## src/rtl/cmd_pkg.sv

```systemverilog
// rtl/cmd_pkg.sv - frame codes, payload lengths, field offsets and FSM states for cmd_loader
package cmd_pkg;

  localparam logic [7:0] TYPE_CMD  = 8'h01;
  localparam logic [7:0] TYPE_TIME = 8'h02;

  localparam int LEN_CMD  = 43;
  localparam int LEN_TIME = 8;
  localparam int SHADOW_W = LEN_CMD * 8;

  // Byte offsets of the command fields within a type-01 payload
  localparam int OFF_FREQ         = 0;
  localparam int OFF_FREQ_STEP    = 6;
  localparam int OFF_FREQ_RATE    = 12;
  localparam int OFF_TIME_START   = 16;
  localparam int OFF_N_IMPULSE    = 24;
  localparam int OFF_TYPE_IMPULSE = 26;
  localparam int OFF_TI           = 27;
  localparam int OFF_TP           = 31;
  localparam int OFF_TBLANK1      = 35;
  localparam int OFF_TBLANK2      = 39;

  typedef enum logic [2:0] {
    ST_IDLE,
    ST_TYPE,
    ST_PAYLOAD,
    ST_CHECK,
    ST_STROBE
  } state_t;

  function automatic logic [7:0] sat_inc(input logic [7:0] v);
    return (v == 8'hFF) ? v : v + 8'd1;
  endfunction

endpackage

```

## src/rtl/cmd_loader_if.sv

```systemverilog
// rtl/cmd_loader_if.sv - byte link from the MCU into cmd_loader
interface cmd_loader_if;
  logic [7:0] byte_data;
  logic       byte_valid;
  logic       byte_ready;

  modport master (output byte_data, output byte_valid, input byte_ready);
  modport slave  (input byte_data, input byte_valid, output byte_ready);
endinterface

```

## src/rtl/cmd_timeout.sv

```systemverilog
// rtl/cmd_timeout.sv - inter-byte watchdog; expire pulses after TIMEOUT_CYC cycles without clear
module cmd_timeout #(
  parameter int TIMEOUT_CYC = 4800
) (
  input  logic clk,
  input  logic rst_n,
  input  logic enable,
  input  logic clear,
  output logic expire
);

  localparam int CW = $clog2(TIMEOUT_CYC + 1);

  logic [CW-1:0] cnt;

  assign expire = enable && !clear && (cnt == CW'(TIMEOUT_CYC - 1));

  always_ff @(posedge clk or negedge rst_n) begin
    if (!rst_n) begin
      cnt <= '0;
    end else if (clear || !enable || expire) begin
      cnt <= '0;
    end else begin
      cnt <= cnt + 1'b1;
    end
  end

endmodule

```

## src/rtl/cmd_loader.sv

```systemverilog
// rtl/cmd_loader.sv - decodes MCU byte frames into command fields and time-preset requests
module cmd_loader
  import cmd_pkg::*;
#(
  parameter logic [7:0] SYNC_BYTE    = 8'hA5,
  parameter int         TIMEOUT_CYC  = 4800,
  parameter int         WR_PULSE_LEN = 4
) (
  input  logic        CLK,
  input  logic        rst_n,
  cmd_loader_if.slave link,
  output logic [47:0] FREQ,
  output logic [47:0] FREQ_STEP,
  output logic [31:0] FREQ_RATE,
  output logic [63:0] TIME_START,
  output logic [15:0] N_impulse,
  output logic [1:0]  TYPE_impulse,
  output logic [31:0] Interval_Ti,
  output logic [31:0] Interval_Tp,
  output logic [31:0] Tblank1,
  output logic [31:0] Tblank2,
  output logic        SPI_WR,
  output logic [63:0] TIME_INIT,
  output logic        SYS_TIME_UPDATE,
  input  logic        SYS_TIME_UPDATE_OK,
  output logic [7:0]  err_cnt
);

  state_t                state;
  logic [SHADOW_W-1:0]   shadow;
  logic [5:0]            byte_cnt;
  logic [7:0]            chk;
  logic                  is_time;
  logic [3:0]            pulse_cnt;
  logic                  accept;
  logic                  in_frame;
  logic                  expire;
  logic                  unused_type_hi;

  assign link.byte_ready = (state != ST_STROBE);
  assign accept          = link.byte_valid && link.byte_ready;
  assign in_frame        = state inside {ST_TYPE, ST_PAYLOAD, ST_CHECK};
  assign unused_type_hi  = ^shadow[SHADOW_W-1-8*OFF_TYPE_IMPULSE -: 6];

  cmd_timeout #(.TIMEOUT_CYC(TIMEOUT_CYC)) u_timeout (
    .clk    (CLK),
    .rst_n  (rst_n),
    .enable (in_frame),
    .clear  (accept),
    .expire (expire)
  );

  always_ff @(posedge CLK or negedge rst_n) begin
    if (!rst_n) begin
      state           <= ST_IDLE;
      shadow          <= '0;
      byte_cnt        <= '0;
      chk             <= '0;
      is_time         <= 1'b0;
      pulse_cnt       <= '0;
      FREQ            <= '0;
      FREQ_STEP       <= '0;
      FREQ_RATE       <= '0;
      TIME_START      <= '0;
      N_impulse       <= '0;
      TYPE_impulse    <= '0;
      Interval_Ti     <= '0;
      Interval_Tp     <= '0;
      Tblank1         <= '0;
      Tblank2         <= '0;
      SPI_WR          <= 1'b0;
      TIME_INIT       <= '0;
      SYS_TIME_UPDATE <= 1'b0;
      err_cnt         <= '0;
    end else begin
      // A commit in CHECK below overrides this clear when both land together
      if (SYS_TIME_UPDATE_OK) SYS_TIME_UPDATE <= 1'b0;

      if (expire) begin
        state   <= ST_IDLE;
        err_cnt <= sat_inc(err_cnt);
      end else begin
        case (state)
          ST_IDLE: begin
            if (accept && link.byte_data == SYNC_BYTE) state <= ST_TYPE;
          end
          ST_TYPE: begin
            if (accept) begin
              chk <= link.byte_data;
              if (link.byte_data == TYPE_CMD) begin
                is_time  <= 1'b0;
                byte_cnt <= 6'(LEN_CMD);
                state    <= ST_PAYLOAD;
              end else if (link.byte_data == TYPE_TIME) begin
                is_time  <= 1'b1;
                byte_cnt <= 6'(LEN_TIME);
                state    <= ST_PAYLOAD;
              end else begin
                state   <= ST_IDLE;
                err_cnt <= sat_inc(err_cnt);
              end
            end
          end
          ST_PAYLOAD: begin
            if (accept) begin
              shadow   <= {shadow[SHADOW_W-9:0], link.byte_data};
              chk      <= chk ^ link.byte_data;
              byte_cnt <= byte_cnt - 6'd1;
              if (byte_cnt == 6'd1) state <= ST_CHECK;
            end
          end
          ST_CHECK: begin
            if (accept) begin
              if (link.byte_data == chk) begin
                state     <= ST_STROBE;
                pulse_cnt <= 4'(WR_PULSE_LEN - 1);
                if (is_time) begin
                  TIME_INIT       <= shadow[63:0];
                  SYS_TIME_UPDATE <= 1'b1;
                end else begin
                  FREQ         <= shadow[SHADOW_W-1-8*OFF_FREQ         -: 48];
                  FREQ_STEP    <= shadow[SHADOW_W-1-8*OFF_FREQ_STEP    -: 48];
                  FREQ_RATE    <= shadow[SHADOW_W-1-8*OFF_FREQ_RATE    -: 32];
                  TIME_START   <= shadow[SHADOW_W-1-8*OFF_TIME_START   -: 64];
                  N_impulse    <= shadow[SHADOW_W-1-8*OFF_N_IMPULSE    -: 16];
                  TYPE_impulse <= shadow[SHADOW_W-7-8*OFF_TYPE_IMPULSE -: 2];
                  Interval_Ti  <= shadow[SHADOW_W-1-8*OFF_TI           -: 32];
                  Interval_Tp  <= shadow[SHADOW_W-1-8*OFF_TP           -: 32];
                  Tblank1      <= shadow[SHADOW_W-1-8*OFF_TBLANK1      -: 32];
                  Tblank2      <= shadow[SHADOW_W-1-8*OFF_TBLANK2      -: 32];
                  SPI_WR       <= 1'b1;
                end
              end else begin
                state   <= ST_IDLE;
                err_cnt <= sat_inc(err_cnt);
              end
            end
          end
          ST_STROBE: begin
            if (pulse_cnt == 4'd0) begin
              SPI_WR <= 1'b0;
              state  <= ST_IDLE;
            end else begin
              pulse_cnt <= pulse_cnt - 4'd1;
            end
          end
          default: state <= ST_IDLE;
        endcase
      end
    end
  end

endmodule
```

## src/flat_wrapper.sv

```systemverilog
// flat-port wrapper written by rule: the top's interface ports become plain ports
module cmd_loader_flat import cmd_pkg::*;
#(
  parameter logic [7:0] SYNC_BYTE    = 8'hA5,
  parameter int         TIMEOUT_CYC  = 4800,
  parameter int         WR_PULSE_LEN = 4
)
  (CLK, rst_n, FREQ, FREQ_STEP, FREQ_RATE, TIME_START, N_impulse, TYPE_impulse, Interval_Ti, Interval_Tp, Tblank1, Tblank2, SPI_WR, TIME_INIT, SYS_TIME_UPDATE, SYS_TIME_UPDATE_OK, err_cnt, link_byte_data, link_byte_valid, link_byte_ready);
  cmd_loader_if link_i ();
  input  logic CLK;
  input  logic rst_n;
  output logic [47:0] FREQ;
  output logic [47:0] FREQ_STEP;
  output logic [31:0] FREQ_RATE;
  output logic [63:0] TIME_START;
  output logic [15:0] N_impulse;
  output logic [1:0] TYPE_impulse;
  output logic [31:0] Interval_Ti;
  output logic [31:0] Interval_Tp;
  output logic [31:0] Tblank1;
  output logic [31:0] Tblank2;
  output logic SPI_WR;
  output logic [63:0] TIME_INIT;
  output logic SYS_TIME_UPDATE;
  input  logic SYS_TIME_UPDATE_OK;
  output logic [7:0] err_cnt;
  input wire logic [$bits(link_i.byte_data)-1:0] link_byte_data;
  input wire logic [$bits(link_i.byte_valid)-1:0] link_byte_valid;
  output wire logic [$bits(link_i.byte_ready)-1:0] link_byte_ready;
  assign link_i.byte_data = link_byte_data;
  assign link_i.byte_valid = link_byte_valid;
  assign link_byte_ready = link_i.byte_ready;
  cmd_loader #(.SYNC_BYTE(SYNC_BYTE), .TIMEOUT_CYC(TIMEOUT_CYC), .WR_PULSE_LEN(WR_PULSE_LEN)) u_core (.CLK(CLK), .rst_n(rst_n), .link(link_i), .FREQ(FREQ), .FREQ_STEP(FREQ_STEP), .FREQ_RATE(FREQ_RATE), .TIME_START(TIME_START), .N_impulse(N_impulse), .TYPE_impulse(TYPE_impulse), .Interval_Ti(Interval_Ti), .Interval_Tp(Interval_Tp), .Tblank1(Tblank1), .Tblank2(Tblank2), .SPI_WR(SPI_WR), .TIME_INIT(TIME_INIT), .SYS_TIME_UPDATE(SYS_TIME_UPDATE), .SYS_TIME_UPDATE_OK(SYS_TIME_UPDATE_OK), .err_cnt(err_cnt));
endmodule
```

## config.mk

```make
export PLATFORM = sky130hd
export DESIGN_NAME = cmd_loader_flat
export DESIGN_NICKNAME = d
export VERILOG_FILES = /design/src/rtl/cmd_pkg.sv /design/src/rtl/cmd_loader_if.sv /design/src/rtl/cmd_timeout.sv /design/src/rtl/cmd_loader.sv /design/src/flat_wrapper.sv
export SDC_FILE = /design/constraint.sdc
export NUM_CORES = 2
export LEC_CHECK = 0
export ABC_AREA = 1
export ABC_CLOCK_PERIOD_IN_PS = 4900
export CAP_MARGIN = 20
export CORE_MARGIN = 2
export CORE_UTILIZATION = 35
export DETAILED_ROUTE_END_ITERATION = 16
export PLACE_DENSITY = 0.55
export SYNTH_ARGS = -nofsm -noshare
export SYNTH_HDL_FRONTEND = slang
export SYNTH_HIERARCHICAL = 1
export SYNTH_SLANG_ARGS = --single-unit
```

## constraint.sdc

```tcl
create_clock -name CLK -period 4.9 [get_ports CLK]
set_input_delay 0.735 -clock CLK [delete_from_list [all_inputs] [get_ports CLK]]
set_output_delay 0.735 -clock CLK [all_outputs]
set_load 0.02 [all_outputs]
```

Yosys cells after proc, flatten, opt, wreduce, memory -nomap -nowiden
Index checks and enable logic that the tools add are counted.
Word-level totals
  bits in registers: 791
  bits in latches: 0
  memory bits (writable): 0
  memory bits (read-only): 0
  input bits: 12
  output and inout bits: 413
  word-level logic and storage cells: 127
  memories: 0
Cells by class
  $add $sub $neg: 4
  multipliers: 0
  divide/modulo/power cells: 0
  order comparisons: 0
  eq/ne operators: 29
  shift-type cells: 0
  muxes and demuxes: 45
  bitwise operators: 3
  reductions and logical operators: 25
Operators by type and width (number)
  8-bit two-way mux: 9
  8-bit case mux with 2 select lines: 2
  3-bit two-way mux: 9
  6-bit two-way mux: 4
  5-bit AND reduction: 4
  3-bit inequality test, second input constant: 6
  6-bit AND reduction: 3
  8-bit == test, second input constant: 2
  3-bit by 2-bit inequality test with 1-bit output, second input constant: 5
  3-bit case mux with 5 select lines: 1
  13-bit by 1-bit adder with 13-bit output, second input constant: 1
  13-bit == test, second input constant: 1
  13-bit two-way mux: 1
  1-bit two-way mux: 12
  4-bit two-way mux: 3
  6-bit case mux with 2 select lines: 1
  8-bit by 1-bit adder with 8-bit output, second input constant: 1
  8-bit by 1-bit == test with 1-bit output, second input constant: 1
  8-bit by 2-bit == test with 1-bit output, second input constant: 1
  8-bit == test: 1
  2-bit by 1-bit inequality test with 1-bit output, second input constant: 4
  4-bit case mux with 2 select lines: 1
  4-bit AND reduction: 2
  8-bit XOR: 1
  other kinds (18): 30

Logic depth before layout (Yosys ltp)
  depth after elaboration: 7
  gate-level depth with buffers: 12
  depth with buffers taken out: 12

Hierarchy
Netlist, hierarchy kept.
Modules (own cells, without submodules)
  cmd_loader: instances 1, cells an instance 3049, area an instance 29580.9 um^2
  cmd_timeout: instances 1, cells an instance 90, area an instance 704.4 um^2

Worst setup path after synthesis
Ideal clock, no wire load.
  kind: input -> register
  start point: input port link_byte_valid
  end point: register u_core.shadow[168]
  arrival time: 2.279 ns
  data required time: 4.765 ns
  setup slack: 2.486 ns
  stages: 8
  cell sequence: inv_1 -> nor2_2 -> nor3_1 -> nor3_2 -> nand2_2 -> buf_2 -> clkbuf_1 -> o21ai_0
Between the ends
  cells in the longest elaborated chain, start to end: 6
RTL lines
  start: declaration: RTL line flat_wrapper.sv:28  | input wire logic [$bits(link_i.byte_valid)-1:0] link_byte_valid;
  1-bit logical AND: RTL line cmd_loader.sv:41  | assign accept = link.byte_valid && link.byte_ready;
  via u_core.accept: RTL line cmd_loader.sv:35  | logic accept;
  1-bit zero test: RTL line cmd_timeout.sv:16  | assign expire = enable && !clear && (cnt == CW'(TIMEOUT_CYC - 1));
  1-bit logical AND (2 in a row): RTL line cmd_timeout.sv:16
  via u_core.expire: RTL line cmd_loader.sv:37  | logic expire;
  1-bit inverter (no line)
  3-bit AND reduction (no line)
  end signal: assignment: RTL line cmd_loader.sv:106  | shadow <= {shadow[SHADOW_W-9:0], link.byte_data};
  end: declaration: RTL line cmd_loader.sv:30  | logic [SHADOW_W-1:0] shadow;
The timed path passes the listed nets, and every way through them passes these cells.
A chain may end at the register's enable or synchronous reset.

Final worst setup path
  start point: register u_core.u_timeout.cnt[0]
  end point: register u_core.shadow[257]
Between the ends
  cells in the longest elaborated chain, start to end: 4
RTL lines
  start: declaration: RTL line cmd_timeout.sv:14  | logic [CW-1:0] cnt;
  start signal: assignment: RTL line cmd_timeout.sv:24  | cnt <= cnt + 1'b1;
  13-bit == test: RTL line cmd_timeout.sv:16
  1-bit logical AND: RTL line cmd_timeout.sv:16
  via u_core.expire: RTL line cmd_loader.sv:37
  1-bit inverter (no line)
  3-bit AND reduction (no line)
The timed path passes the listed nets, and every way through them passes these cells.

==> metrics.yaml <==
status:
  outcome: "finished clean"
clock_tree:
  ctsResizeCount: 0
  clock_sink_count: 791
  clk_latency_ps: 630
  clock_tree.htree_level_count: 3
  post-cts-setup-buffer-count: 0
  holdBufCountCts: 0
  cts_tree: "built"
  worst_setup_hold_path_clk_slew_ps: 60
  cts-root-to-sink-buffers: 3
  clk_root_buffer_cell: "sky130_fd_sc_hd__clkbuf_16"
  total_cts_buffers: 87
sta:
  final_hold_viol_count: 0
  rsz0062_at_grt: "no"
  setup_total_negative_slack_ps: 0
  finalCritPeriodShare_pct: 66.92
  worst_slew_pin_slew_ps: 1037
  normalized_max_slew_margin_pct: 30.33
  fin_worst_skew_ps: 18.90
  fmax_mhz: 305.0
  slew_violations: 0
  setup_viol_count_final: 0
  tmin_final_ps: 3279
yosys:
  avgSynthCellArea_um2: 9.648
  synth.net_count: 3157
  synth_cell_area_um2: 30290
  synth_cell_types: 30
  yosysWarningCount: 6
  yosys_register_bits: 791
  seq_area_frac_synth_pct: 65.36
  syn-instance-count: 3139
global_routing:
  global_route_wire_length_before_repair_mm: 123.2
  grt_usage_pct: 17.31
  global_route.usage.met1_pct: 22.94
  grt_util_met3_pct: 6.651
  globalRoute.busiestLayer: "met2"
  grt_overflow_total: 0
  grt_pass1_vias: 21470
  grt_antenna_before_repair: 0
  maximum_number_of_pins_on_one_net_before_global_route_repair: 129
  groute.layer.met2.usage_pct: 26.58
power:
  seq_power_share_pct: 44.6
  net-switching-power_mw: 5.103
  power_switching_share_pct: 29.73
  pwr_density_cell_nw_per_um2: 443.8
  power.static_leakage_nw: 16.73
  intPower_mw: 12.06
  clkPwrFrac_pct: 39.8
  ir_worst_vdd_mv: 0.3028
  power_frac_comb_pct: 15.7
critical_path:
  r2r_end: "u_core/shadow[257]$_DFFE_PN0P_"
  worstPathCellList: "ha_1 -> nand3_2 -> nor2_2 -> nand3_2 -> nor3_1 -> nor3_2 -> nand2_8 -> buf_12 -> nand2_1 -> o21ai_1"
  critical_path_required_ps: 5440
  end_kind: "register"
  worst_path_most_repeated_cell: "sky130_fd_sc_hd__nand3_2"
  critical_path.reg2reg.startpoint: "u_core/u_timeout/cnt[0]$_DFF_PN0_"
  critical_path_class: "register to register"
  r2r_cells: 10
  critical_path.top_delay_family: "simple AND/OR/NAND/NOR gates"
  critical_path.max_fanout: 82
  critPathArrivalTime_ps: 3820
  kind_of_launch_point_of_the_worst_setup_path: "register"
  critPathMaxStageDelay_ps: 810
  critPathBufInv: 1
  worst-r2r-setup-slack_ps: 1620
  cp_slowest_cell: "sky130_fd_sc_hd__nor3_1"
cells_and_area:
  drive_gt1_share_pct: 6.243
  antenna_cells: 0
  area_delta_synth_final_pct: 27.72
  layout.cells.most_common_list: "sky130_fd_sc_hd__nand2_1 (870), sky130_fd_sc_hd__dfrtp_1 (791), sky130_fd_sc_hd__o21ai_1 (605), sky130_fd_sc_hd__clkdlybuf4s50_1 (423), sky130_fd_sc_hd__inv_1 (385)"
  non_filler_instance_count_after_layout: 4748
  finish.instance_area_um2: 38680
  layout_commonest_cell: "sky130_fd_sc_hd__nand2_1"
  fillerInstances: 8326
  fin_nets: 3552
drt:
  route.detailed.wl_per_inst_um: 16.05
  detail_route.wirelength_mm: 76.23
  antenna_violating_nets_post_route: 0
  drt_pre_antenna_iters: 5
  remaining_drc_errors: 0
  vias: 21300
  first_iter_violations: 1394
  viasPerCell: 4.485
floorplan:
  starting_utilization_of_the_core_area_pct: 35.46
  dieWidth_um: 298.2
  dieArea_um2: 88900
  placement_rows: 107
  core_um2: 85410
  die_h_um: 298.2
  design.portCount: 425
placed_design:
  place.port_buffers: 424
  placement.cell_area_um2: 35640
  dp_hpwl_mm: 52.30
  gp_routability_congestion: 0.7625
  number_of_instances_in_the_placed_design: 4589
hold_path:
  hold_path.class: "input pin to asynchronous set/reset pin"
job:
  drv_cap: 0
cell families after synthesis:
family / Yosys count / synth area share, %
AOI/OAI and AO/OA: 780 / 12.96
xor gates and xnor gates: 15 / 0.4338
adders and majority gates: 6 / 0.2479
buffers and inverters: 560 / 8.234
DFF: 791 / 65.36
and+or+nand+nor: 987 / 12.77
Yosys cell counts:
library cell,instances,share of area [%]
sky130_fd_sc_hd__nand3_4,1,0.058
sky130_fd_sc_hd__nor2_1,56,0.69
sky130_fd_sc_hd__nor3_2,1,0.033
sky130_fd_sc_hd__a21oi_4,1,0.054
sky130_fd_sc_hd__xnor2_1,5,0.14
sky130_fd_sc_hd__nand3_2,2,0.066
sky130_fd_sc_hd__nand2_2,4,0.083
sky130_fd_sc_hd__o21ai_1,605,10
sky130_fd_sc_hd__nand4_1,22,0.45
sky130_fd_sc_hd__nor3_1,5,0.083
sky130_fd_sc_hd__buf_1,3,0.037
sky130_fd_sc_hd__buf_2,82,1.4
sky130_fd_sc_hd__o21ai_0,160,2.6
sky130_fd_sc_hd__nor2_2,7,0.14
sky130_fd_sc_hd__ha_1,6,0.25
sky130_fd_sc_hd__dfrtp_1,791,65
sky130_fd_sc_hd__nor3_4,1,0.054
sky130_fd_sc_hd__buf_6,29,1.1
sky130_fd_sc_hd__a21oi_1,10,0.17
sky130_fd_sc_hd__inv_2,6,0.074
sky130_fd_sc_hd__a31oi_1,1,0.021
sky130_fd_sc_hd__o21bai_1,1,0.025
sky130_fd_sc_hd__clkbuf_1,36,0.45
sky130_fd_sc_hd__nand2_4,1,0.037
sky130_fd_sc_hd__xor2_1,10,0.29
sky130_fd_sc_hd__nand3_1,17,0.28
sky130_fd_sc_hd__buf_4,19,0.47
sky130_fd_sc_hd__o31ai_1,2,0.050
sky130_fd_sc_hd__nand2_1,870,11
sky130_fd_sc_hd__inv_1,385,4.8
layout make-up:
class / count / area [µm²] / share of cell area, %
Inverter: 391 / 1468 / 3.794
Clock buffer: 114 / 2460 / 6.360
Timing Repair Buffer: 475 / 4932 / 12.75
Sequential cell: 791 / 19790 / 51.17
Tap cell: 1144 / 1431 / 3.701
Clock inverter: 45 / 583.1 / 1.507
Multi-Input combinational cell: 1788 / 8011 / 20.71
stage by stage:
stage,power [mW],hold WS [ps],util (%),setup WS (ps)
final,17.17,127.9,45.28,1621
after global routing,18.18,144.8,45.28,1337
after CTS,17.45,112.5,45.28,1593
after detailed placement,10.51,466.3,41.72,1202
after global placement,10.46,457.0,41.72,1345
after floorplan,9.566,439.4,-,2486
power groups by stage:
stage          combinational (mW)  clock, mW  sequential, mW
2_1_floorplan                1.87          0            7.69
3_3_place_gp                 2.71          0            7.74
3_5_place_dp                 2.75          0            7.76
4_1_cts                      2.76       7.03            7.65
5_1_grt                      3.13       7.30            7.74
6_report                     2.69       6.82            7.65
flip-flops by register name, summed over array words and instances, names as in the netlist, 13 cells and up:
signal                count
u_core/FREQ_STEP         48
u_core/N_impulse         16
u_core/FREQ_RATE         32
u_core/TIME_START        64
u_core/TIME_INIT         64
u_core/Interval_Tp       32
u_core/Tblank2           32
u_core/Tblank1           32
u_core/FREQ              48
u_core/u_timeout/cnt     13
u_core/Interval_Ti       32
u_core/shadow           344
worst max path at each step:
stage	slack [ps]	start	depth (start not counted)	end
2_1_floorplan	2490	link_byte_valid	8	u_core/shadow[168]$_DFFE_PN0P_
3_3_place_gp	1350	link_byte_valid	10	u_core/Tblank2[30]$_DFFE_PN0P_
3_5_place_dp	1200	link_byte_valid	8	u_core/shadow[246]$_DFFE_PN0P_
4_1_cts	1590	u_core/u_timeout/cnt[0]$_DFF_PN0_	10	u_core/shadow[257]$_DFFE_PN0P_
5_1_grt	1340	u_core/u_timeout/cnt[0]$_DFF_PN0_	10	u_core/shadow[257]$_DFFE_PN0P_
6_report	1620	u_core/u_timeout/cnt[0]$_DFF_PN0_	10	u_core/shadow[257]$_DFFE_PN0P_
per-layer routing:
metal | share of wire (%) | up-vias | routed length [µm]
li1 | - | 10760 | -
met5 | 0 | - | 0
met4 | 1.8 | 0 | 1404
met3 | 9.1 | 82 | 6899
met2 | 44 | 435 | 33520
met1 | 45 | 10020 | 34410
Note: power is estimated with default switching activity, not from simulation.
